**config.mk**
```make
export PLATFORM = sky130hd
export DESIGN_NAME = mem_access_ctrl_flat
export DESIGN_NICKNAME = d
export VERILOG_FILES = /design/src/rtl/mem_access_ctrl_if.sv /design/src/rtl/mem_access_ctrl.sv /design/src/flat_wrapper.sv
export SDC_FILE = /design/constraint.sdc
export NUM_CORES = 1
export LEC_CHECK = 0
export CELL_PAD_IN_SITES_DETAIL_PLACEMENT = 1
export CELL_PAD_IN_SITES_GLOBAL_PLACEMENT = 2
export CORE_AREA = 10 10 137 139
export CTS_CLUSTER_SIZE = 12
export DETAILED_ROUTE_END_ITERATION = 10
export DIE_AREA = 0 0 147 149
export HOLD_SLACK_MARGIN = 0.1
export PLACE_DENSITY_LB_ADDON = 0.1
export SYNTH_ARGS = -nofsm -noshare
export SYNTH_HDL_FRONTEND = slang
export SYNTH_SLANG_ARGS = --single-unit
```
**constraint.sdc**
```tcl
create_clock -name clk -period 3.7 [get_ports clk]
set_input_delay 0.74 -clock clk [delete_from_list [all_inputs] [get_ports clk]]
set_output_delay 0.74 -clock clk [all_outputs]
set_load 0.05 [all_outputs]
```
**src/rtl/mem_access_ctrl_if.sv**
```systemverilog
// mem_access_ctrl_if: request/response handshake plus data-memory pins.
// slave = controller side, master = requester and memory side.
interface mem_access_ctrl_if #(
  parameter int ADDR_W = 32
);
  logic              req_valid;
  logic              req_ready;
  logic              req_write;
  logic [ADDR_W-1:0] req_addr;
  logic [31:0]       req_wdata;
  logic [1:0]        req_size;
  logic              req_signed;
  logic              resp_valid;
  logic [31:0]       resp_rdata;
  logic              mem_read;
  logic              mem_write;
  logic [ADDR_W-1:0] address;
  logic [31:0]       write_data;
  logic [31:0]       read_data;

  modport master (
    output req_valid, req_write, req_addr,
    output req_wdata, req_size, req_signed,
    output read_data,
    input  req_ready, resp_valid, resp_rdata,
    input  mem_read, mem_write, address,
    input  write_data
  );

  modport slave (
    input  req_valid, req_write, req_addr,
    input  req_wdata, req_size, req_signed,
    input  read_data,
    output req_ready, resp_valid, resp_rdata,
    output mem_read, mem_write, address,
    output write_data
  );
endinterface

```
**src/rtl/mem_access_ctrl.sv**
```systemverilog
// mem_access_ctrl: valid/ready front end for a combinational-read memory.
// Define LS_SUBWORD_EN for byte/half loads and read-modify-write stores.
module mem_access_ctrl #(
  parameter int MEM_LATENCY = 1,
  parameter int ADDR_W      = 32
) (
  input logic              clk,
  input logic              rst,
  mem_access_ctrl_if.slave bus
);
  localparam int CW =
    (MEM_LATENCY > 1) ? $clog2(MEM_LATENCY) : 1;
  localparam logic [CW-1:0] CNT_INIT =
    CW'(MEM_LATENCY - 1);

  typedef enum logic [1:0] {
    IDLE, RD, WR, RESP
  } state_t;

  state_t            state, state_n;
  logic [CW-1:0]     cnt, cnt_n;
  logic              req_ready_q, req_ready_n;
  logic              resp_valid_q, resp_valid_n;
  logic [31:0]       resp_rdata_q, resp_rdata_n;
  logic              mem_read_q, mem_read_n;
  logic              mem_write_q, mem_write_n;
  logic [ADDR_W-1:0] address_q, address_n;
  logic [31:0]       write_data_q, write_data_n;

  logic              sub_req;
  logic              sub_rmw;
  logic [31:0]       ld_val;
  logic [31:0]       st_val;

`ifdef LS_SUBWORD_EN
  logic              lat_write;
  logic              lat_signed;
  logic [1:0]        lat_lane;
  logic [1:0]        lat_size;
  logic [31:0]       lat_wdata;

  assign sub_req = bus.req_write && !bus.req_size[1];
  // in RD, a latched store can only be a sub-word RMW
  assign sub_rmw = lat_write;

  always_ff @(posedge clk or posedge rst) begin
    if (rst) begin
      lat_write  <= 1'b0;
      lat_signed <= 1'b0;
      lat_lane   <= 2'b00;
      lat_size   <= 2'b00;
      lat_wdata  <= '0;
    end else if (state == IDLE && bus.req_valid) begin
      lat_write  <= bus.req_write;
      lat_signed <= bus.req_signed;
      lat_lane   <= bus.req_addr[1:0];
      lat_size   <= bus.req_size;
      lat_wdata  <= bus.req_wdata;
    end
  end

  always_comb begin
    ld_val = bus.read_data;
    st_val = bus.read_data;
    unique case (1'b1)
      (lat_size == 2'b00): begin
        ld_val = {24'd0,
          bus.read_data[{lat_lane, 3'b000} +: 8]};
        if (lat_signed)
          ld_val[31:8] = {24{ld_val[7]}};
        st_val[{lat_lane, 3'b000} +: 8] =
          lat_wdata[7:0];
      end
      (lat_size == 2'b01): begin
        ld_val = {16'd0,
          bus.read_data[{lat_lane[1], 4'b0000} +: 16]};
        if (lat_signed)
          ld_val[31:16] = {16{ld_val[15]}};
        st_val[{lat_lane[1], 4'b0000} +: 16] =
          lat_wdata[15:0];
      end
      default: ;
    endcase
  end
`else
  logic unused_sub;

  assign unused_sub = ^{bus.req_size,
    bus.req_signed, bus.req_addr[1:0]};
  assign sub_req = 1'b0;
  assign sub_rmw = 1'b0;
  assign ld_val  = bus.read_data;
  assign st_val  = bus.read_data;
`endif

  always_ff @(posedge clk or posedge rst) begin
    if (rst) begin
      state        <= IDLE;
      cnt          <= '0;
      req_ready_q  <= 1'b1;
      resp_valid_q <= 1'b0;
      resp_rdata_q <= '0;
      mem_read_q   <= 1'b0;
      mem_write_q  <= 1'b0;
      address_q    <= '0;
      write_data_q <= '0;
    end else begin
      state        <= state_n;
      cnt          <= cnt_n;
      req_ready_q  <= req_ready_n;
      resp_valid_q <= resp_valid_n;
      resp_rdata_q <= resp_rdata_n;
      mem_read_q   <= mem_read_n;
      mem_write_q  <= mem_write_n;
      address_q    <= address_n;
      write_data_q <= write_data_n;
    end
  end

  always_comb begin
    state_n = state;
    cnt_n   = cnt;
    unique case (state)
      IDLE: if (bus.req_valid) begin
        cnt_n   = CNT_INIT;
        state_n = (bus.req_write && !sub_req) ?
                  WR : RD;
      end
      RD: begin
        if (cnt != '0)
          cnt_n = cnt - CW'(1);
        else
          state_n = sub_rmw ? WR : RESP;
      end
      WR:      state_n = RESP;
      RESP:    state_n = IDLE;
      default: state_n = IDLE;
    endcase
  end

  // next values for the registered outputs
  always_comb begin
    req_ready_n  = req_ready_q;
    resp_valid_n = 1'b0;
    resp_rdata_n = resp_rdata_q;
    mem_read_n   = mem_read_q;
    mem_write_n  = 1'b0;
    address_n    = address_q;
    write_data_n = write_data_q;
    unique case (state)
      IDLE: if (bus.req_valid) begin
        req_ready_n = 1'b0;
        address_n   = bus.req_addr >> 2;
        if (bus.req_write && !sub_req) begin
          mem_write_n  = 1'b1;
          write_data_n = bus.req_wdata;
        end else begin
          mem_read_n = 1'b1;
        end
      end
      RD: if (cnt == '0) begin
        mem_read_n = 1'b0;
        if (sub_rmw) begin
          mem_write_n  = 1'b1;
          write_data_n = st_val;
        end else begin
          resp_rdata_n = ld_val;
          resp_valid_n = 1'b1;
        end
      end
      WR:      resp_valid_n = 1'b1;
      RESP:    req_ready_n  = 1'b1;
      default: ;
    endcase
  end

  assign bus.req_ready  = req_ready_q;
  assign bus.resp_valid = resp_valid_q;
  assign bus.resp_rdata = resp_rdata_q;
  assign bus.mem_read   = mem_read_q;
  assign bus.mem_write  = mem_write_q;
  assign bus.address    = address_q;
  assign bus.write_data = write_data_q;
endmodule

```
**src/flat_wrapper.sv**
```systemverilog
// flat-port wrapper written by rule: the top's interface ports become plain ports
module mem_access_ctrl_flat 
#(
  parameter int MEM_LATENCY = 1,
  parameter int ADDR_W      = 32
)
  (clk, rst, bus_req_valid, bus_req_write, bus_req_addr, bus_req_wdata, bus_req_size, bus_req_signed, bus_read_data, bus_req_ready, bus_resp_valid, bus_resp_rdata, bus_mem_read, bus_mem_write, bus_address, bus_write_data);
  mem_access_ctrl_if #(.ADDR_W(ADDR_W)) bus_i ();
  input logic clk;
  input logic rst;
  input wire logic [$bits(bus_i.req_valid)-1:0] bus_req_valid;
  input wire logic [$bits(bus_i.req_write)-1:0] bus_req_write;
  input wire logic [$bits(bus_i.req_addr)-1:0] bus_req_addr;
  input wire logic [$bits(bus_i.req_wdata)-1:0] bus_req_wdata;
  input wire logic [$bits(bus_i.req_size)-1:0] bus_req_size;
  input wire logic [$bits(bus_i.req_signed)-1:0] bus_req_signed;
  input wire logic [$bits(bus_i.read_data)-1:0] bus_read_data;
  output wire logic [$bits(bus_i.req_ready)-1:0] bus_req_ready;
  output wire logic [$bits(bus_i.resp_valid)-1:0] bus_resp_valid;
  output wire logic [$bits(bus_i.resp_rdata)-1:0] bus_resp_rdata;
  output wire logic [$bits(bus_i.mem_read)-1:0] bus_mem_read;
  output wire logic [$bits(bus_i.mem_write)-1:0] bus_mem_write;
  output wire logic [$bits(bus_i.address)-1:0] bus_address;
  output wire logic [$bits(bus_i.write_data)-1:0] bus_write_data;
  assign bus_i.req_valid = bus_req_valid;
  assign bus_i.req_write = bus_req_write;
  assign bus_i.req_addr = bus_req_addr;
  assign bus_i.req_wdata = bus_req_wdata;
  assign bus_i.req_size = bus_req_size;
  assign bus_i.req_signed = bus_req_signed;
  assign bus_i.read_data = bus_read_data;
  assign bus_req_ready = bus_i.req_ready;
  assign bus_resp_valid = bus_i.resp_valid;
  assign bus_resp_rdata = bus_i.resp_rdata;
  assign bus_mem_read = bus_i.mem_read;
  assign bus_mem_write = bus_i.mem_write;
  assign bus_address = bus_i.address;
  assign bus_write_data = bus_i.write_data;
  mem_access_ctrl #(.MEM_LATENCY(MEM_LATENCY), .ADDR_W(ADDR_W)) u_core (.clk(clk), .rst(rst), .bus(bus_i));
endmodule
```
# Word-level counts from Yosys, hierarchy flattened
# Index checks and enable logic that the tools add are counted.
[totals]
output_inout_bits = 100
regBits = 101
in_bits = 103
[op_classes]
n_eq_ne = 6
n_reduce_logical = 10
mux = 17
n_addsub = 1
n_bitwise = 1
[ops]
columns = ["op", "count"]
rows = [
  ["AND reduction 2 bit", 5],
  ["two-way mux 1 bit", 9],
  ["case mux 1 bit (2 select lines)", 4],
  ["case mux 2 bit (4 select lines)", 1],
  ["two-way mux 2 bit", 3],
  ["inequality test 2 bit (second input constant)", 3],
  ["== test 2 bit (second input constant)", 2],
  ["AND reduction 4 bit", 1],
  ["nonzero test 2 bit", 2],
  ["AND reduction 3 bit", 1],
  ["== test 2 x 1 -> 1 bit (second input constant)", 1],
  ["logical NOT 2 bit", 1],
  ["inverter 1 bit", 1],
  ["subtractor 1 bit (second input constant)", 1],
]

# Longest topological paths before layout
[logic_depth]
ltp_word = 3
ltp_mapped = 6

# Least setup slack after synthesis
# OpenSTA, ideal clock, no wires.
[synth_timing]
path_kind = "input to register"
start = "input port bus_req_valid"
end = "register u_core.address_q[0], in the netlist u_core.bus.address[0]"
stages = 3
slack_ns = 2.269
arrival_time_ns = 1.306
n_path_buf = 1
t_required_ns = 3.575
cell_sequence = "nand2_2 buf_6 mux2_2"
[synth_between]
elab_chain_cells = 1
[synth_lines]
columns = ["item", "line", "text"]
rows = [
  ["start, declared", "flat_wrapper.sv:11", "input wire logic [$bits(bus_i.req_valid)-1:0] bus_req_valid;"],
  ["AND reduction 2 bit (no line)", "--", ""],
  ["end signal, assigned", "mem_access_ctrl.sv:115", "address_q <= address_n;"],
  ["end, declared", "mem_access_ctrl.sv:27", "logic [ADDR_W-1:0] address_q, address_n;"],
]
# Every way passes these cells.
# A chain may end at the register's enable or synchronous reset.

# Final worst setup path
[layout_timing]
start = "register u_core.req_ready_q, in the netlist u_core.bus.req_ready"
end = "output port bus_req_ready"
[layout_lines]
columns = ["item", "line", "text"]
rows = [
  ["start, declared", "mem_access_ctrl.sv:22", "logic req_ready_q, req_ready_n;"],
  ["start signal, assigned", "mem_access_ctrl.sv:110", "req_ready_q <= req_ready_n;"],
  ["end, declared", "flat_wrapper.sv:18", "output wire logic [$bits(bus_i.req_ready)-1:0] bus_req_ready;"],
]
# No word-level cell between the ends.

==> key figures <==
Placed design
  • Placed standard-cell area: 6110 µm²
  • Detailed placement HPWL: 8940 µm
  • Gpl congestion: 0.647
  • Count of buffers from port buffering: 195

Detailed routing
  • Routed via count divided by cell count: 3.98
  • Top routing layer in use: met4
  • Met2 Wirelength: 5840 µm
  • DRT antenna net count: 0
  • Post-detailed-route DRC marker count: 0
  • WL per Instance: 17.9 µm
  • Length of routed met3 wiring: 876 µm
  • Total via count after detailed routing: 2609
  • Post-detailed-routing wire length: 11700 µm
  • Total iterations of the first detailed-routing run: 3
  • Detailed-route wire length on metal 1: 4830 µm
  • Detailed router's first-iteration violation count: 54

Pwr
  • Share of total power in the clock network: 13.7%
  • Leak: 2.75 nW
  • Internal power component: 3.88 mW
  • PD cells: 1120 nW/µm²
  • Max IR drop VDD: 0.373 mV
  • Sw Share: 46.3%
  • Comb power frac: 59.5%
  • Flop pwr share: 26.8%
  • Net Switching: 3.34 mW

Timing
  • Period utilization: 66.3%
  • Highest clock frequency the design can meet: 0.408 GHz
  • Total negative slack: 0 ns
  • Worst rel slew slack: 45.5%
  • Max-slew violation total from the final report: 0
  • Setup repair after global routing missed its margin: no
  • Number of hold violations in the final report: 0
  • Endpoints failing setup: 0
  • Actual slew at the worst max-slew pin: 0.814 ns
  • Layout Skew: 0.00501 ns
  • Final critical path time including I/O delays and setup: 2.45 ns

Synth
  • Area leader, netlist: sky130_fd_sc_hd__dfrtp_1
  • Share of the synthesized area in the top cell type: 62.7%
  • Syn_area_per_cell: 17.0 µm²
  • Seq/Total Area, Yosys: 63.4%
  • Share of the synthesized area in compound gates (AO/OA/AOI/OAI): 1.20%
  • Fraction of the mapped netlist area in simple logic gates: 1.05%
  • Fraction of synthesized area in multiplexers: 29.8%
  • Dominant combinational cell family by area after synthesis: multiplexers
  • Top cells by area, synth: sky130_fd_sc_hd__dfrtp_1 63%, sky130_fd_sc_hd__mux2_2 18%, sky130_fd_sc_hd__mux2_4 11%
  • Xor-xnor portion of the synthesized cell area: 0%
  • Yosys warning count: 0
  • Cell Area, Synth: 3950 µm²
  • Adder-cell area share of the yosys netlist: 1.27%
  • Register bit total from synthesis: 100
  • Netlist cell types: 20
  • Number of instances in the synthesized netlist: 232

Setup path
  • Arrival time reported for the critical path endpoint: 1.71 ns
  • Crit path buffers/inverters: 1
  • Kind of cell adding the most delay to the critical path: buffers and inverters
  • Critical-path top delay cell: sky130_fd_sc_hd__clkdlybuf4s50_1
  • Data required, critical path: 2.96 ns
  • Maximum fanout count along the critical path: 3
  • Delay contributed by the slowest stage of the critical path: 0.83 ns
  • CP startpoint kind: register
  • Critical Path End Type: output port
  • Critical Path, Cell by Cell: clkdlybuf4s50_1
  • Startpoint-to-endpoint class of the critical path: reg -> out

Floorplan
  • Initial core utilization: 24.4%
  • Number of ports placed on the die boundary: 203
  • Count of standard-cell rows: 47
  • Die boundary width: 147 µm
  • Die extent in y: 149 µm
  • Die Area: 21900 µm²
  • Std-Cell Core Area: 16200 µm²

Clock tree
  • CTS tree: yes
  • CTS sink cnt: 100
  • H-tree depth: 3
  • Clock root buffer: sky130_fd_sc_hd__clkbuf_16
  • Post-CTS resize count: 0
  • Bufs on Longest Clock Path: 2
  • CTS Hold Bufs: 0
  • Later-pin clock latency in the skew report: 0.34 ns
  • Postcts setup bufs: 0
  • Clock slew at the register clock pins of the worst setup and hold paths: 0.07 ns
  • Number of buffers added by the clock tree synthesis step: 9

Finish
  • Share of layout cells above drive strength 1: 26.8%
  • Area added between synthesis and finish: 62.6%
  • Final net count: 538
  • Post-layout instance area: 6420 µm²
  • Number of inserted filler cells in the final layout: 1653
  • Highest-count cells in the layout ignoring fill and taps: 195 x sky130_fd_sc_hd__clkdlybuf4s50_1, 99 x sky130_fd_sc_hd__dfrtp_1, 63 x sky130_fd_sc_hd__mux2_2
  • Most frequent standard cell in the layout excluding fill and tap cells: sky130_fd_sc_hd__clkdlybuf4s50_1
  • Antenna cell count: 0

GRT
  • Final global-route overflow total: 0
  • GRT Util Overall: 10.7%
  • Maximum number of pins on one net before global-route repair: 41
  • Antenna violations before repair: 0
  • Vias in the first global route: 2987
  • First-pass GRT wire length: 17900 µm

Outcome
  • Outcome: completed

Flow run
  • Max-Cap Viols: 0

Min path
  • Worst hold-check path type: reg -> reg
## final cells by class
class / count / area [µm²] / area share [%]
sequential: 100 / 2500 / 39.0
timing repair buffer: 199 / 1980 / 30.9
multi-input combinational: 115 / 1320 / 20.6
tap: 220 / 275 / 4.29
clock buffer: 11 / 253 / 3.94
clock inverter: 5 / 58.8 / 0.916
inverter: 6 / 25.0 / 0.390
## state kept, by name, indices dropped and copies added (netlist names)
signal / count
u_core.bus.mem_read: 1
u_core.bus.mem_write: 1
u_core.bus.req_ready: 1
u_core.bus.write_data: 32
u_core.state: 2
u_core.bus.address: 30
u_core.bus.resp_valid: 1
u_core.bus.resp_rdata: 32
## metal layers
| metal | up-vias | global-route usage, % |
|---|---|---|
| met4 | 0 | 4.76 |
| met5 | - | 0 |
| met3 | 10 | 4.10 |
| met2 | 99 | 17.6 |
| li1 | 1191 | - |
| met1 | 1309 | 12.1 |
## final timing paths
path                                      start                        end  slack, ns  cells after the start
max in group asynchronous                   rst      u_core.bus.address[5]       2.14                      3
min                        u_core.bus.req_ready       u_core.bus.req_ready       0.48                      2
max                        u_core.bus.req_ready              bus_req_ready       1.25                      1
min reg2reg                u_core.bus.req_ready       u_core.bus.req_ready       0.48                      2
max reg2reg                     u_core.state[0]   u_core.bus.write_data[3]       1.75                      4
min in group asynchronous                   rst  u_core.bus.write_data[28]       0.80                      2
## power groups by stage
stage	logic, mW	registers, mW	clock network [mW]
finish	4.29	1.93	0.988
global route	4.50	2.01	1.07
CTS	4.37	1.94	1.03
detailed placement	4.36	1.96	0
global placement	4.34	1.93	0
floorplan	0.970	3.86	0
## per-stage QoR
stage               total power [mW]  utilization [%]  setup slack, ns  hold slack, ns  instances
floorplan                       4.83                -            0.343           0.475        233
global placement                6.27             37.8             1.12           0.465        640
detailed placement              6.32             37.8             1.12           0.466        640
CTS                             7.35             39.7             1.21           0.485        656
global route                    7.58             39.7             1.18           0.506        656
finish                          7.22             39.7             1.25           0.478        656
## logic make-up after synthesis
kind of cell,after synthesis
AO/OA/AOI/OAI,8
adder cells (fa/ha/maj),4
flip-flops,100
AND/OR/NAND/NOR,6
buffers and inverters,18
multiplexers,95
other,1
## cells in the mapped netlist
cell and n:
sky130_fd_sc_hd__mux2i_1 1, sky130_fd_sc_hd__a21oi_1 2, sky130_fd_sc_hd__mux2_4 29, sky130_fd_sc_hd__dfrtp_1 99, sky130_fd_sc_hd__nand3_4 1, sky130_fd_sc_hd__buf_4 2
sky130_fd_sc_hd__o211ai_1 1, sky130_fd_sc_hd__o21ba_2 1, sky130_fd_sc_hd__dfstp_2 1, sky130_fd_sc_hd__mux2_1 2, sky130_fd_sc_hd__buf_6 6, sky130_fd_sc_hd__inv_1 6
sky130_fd_sc_hd__buf_2 4, sky130_fd_sc_hd__mux2_2 63, sky130_fd_sc_hd__nor2b_1 1, sky130_fd_sc_hd__ha_1 4, sky130_fd_sc_hd__nand2_2 1, sky130_fd_sc_hd__o21ai_0 4
sky130_fd_sc_hd__conb_1 1, sky130_fd_sc_hd__nand2_1 3
No activity file was read; power rests on OpenSTA's default activity.
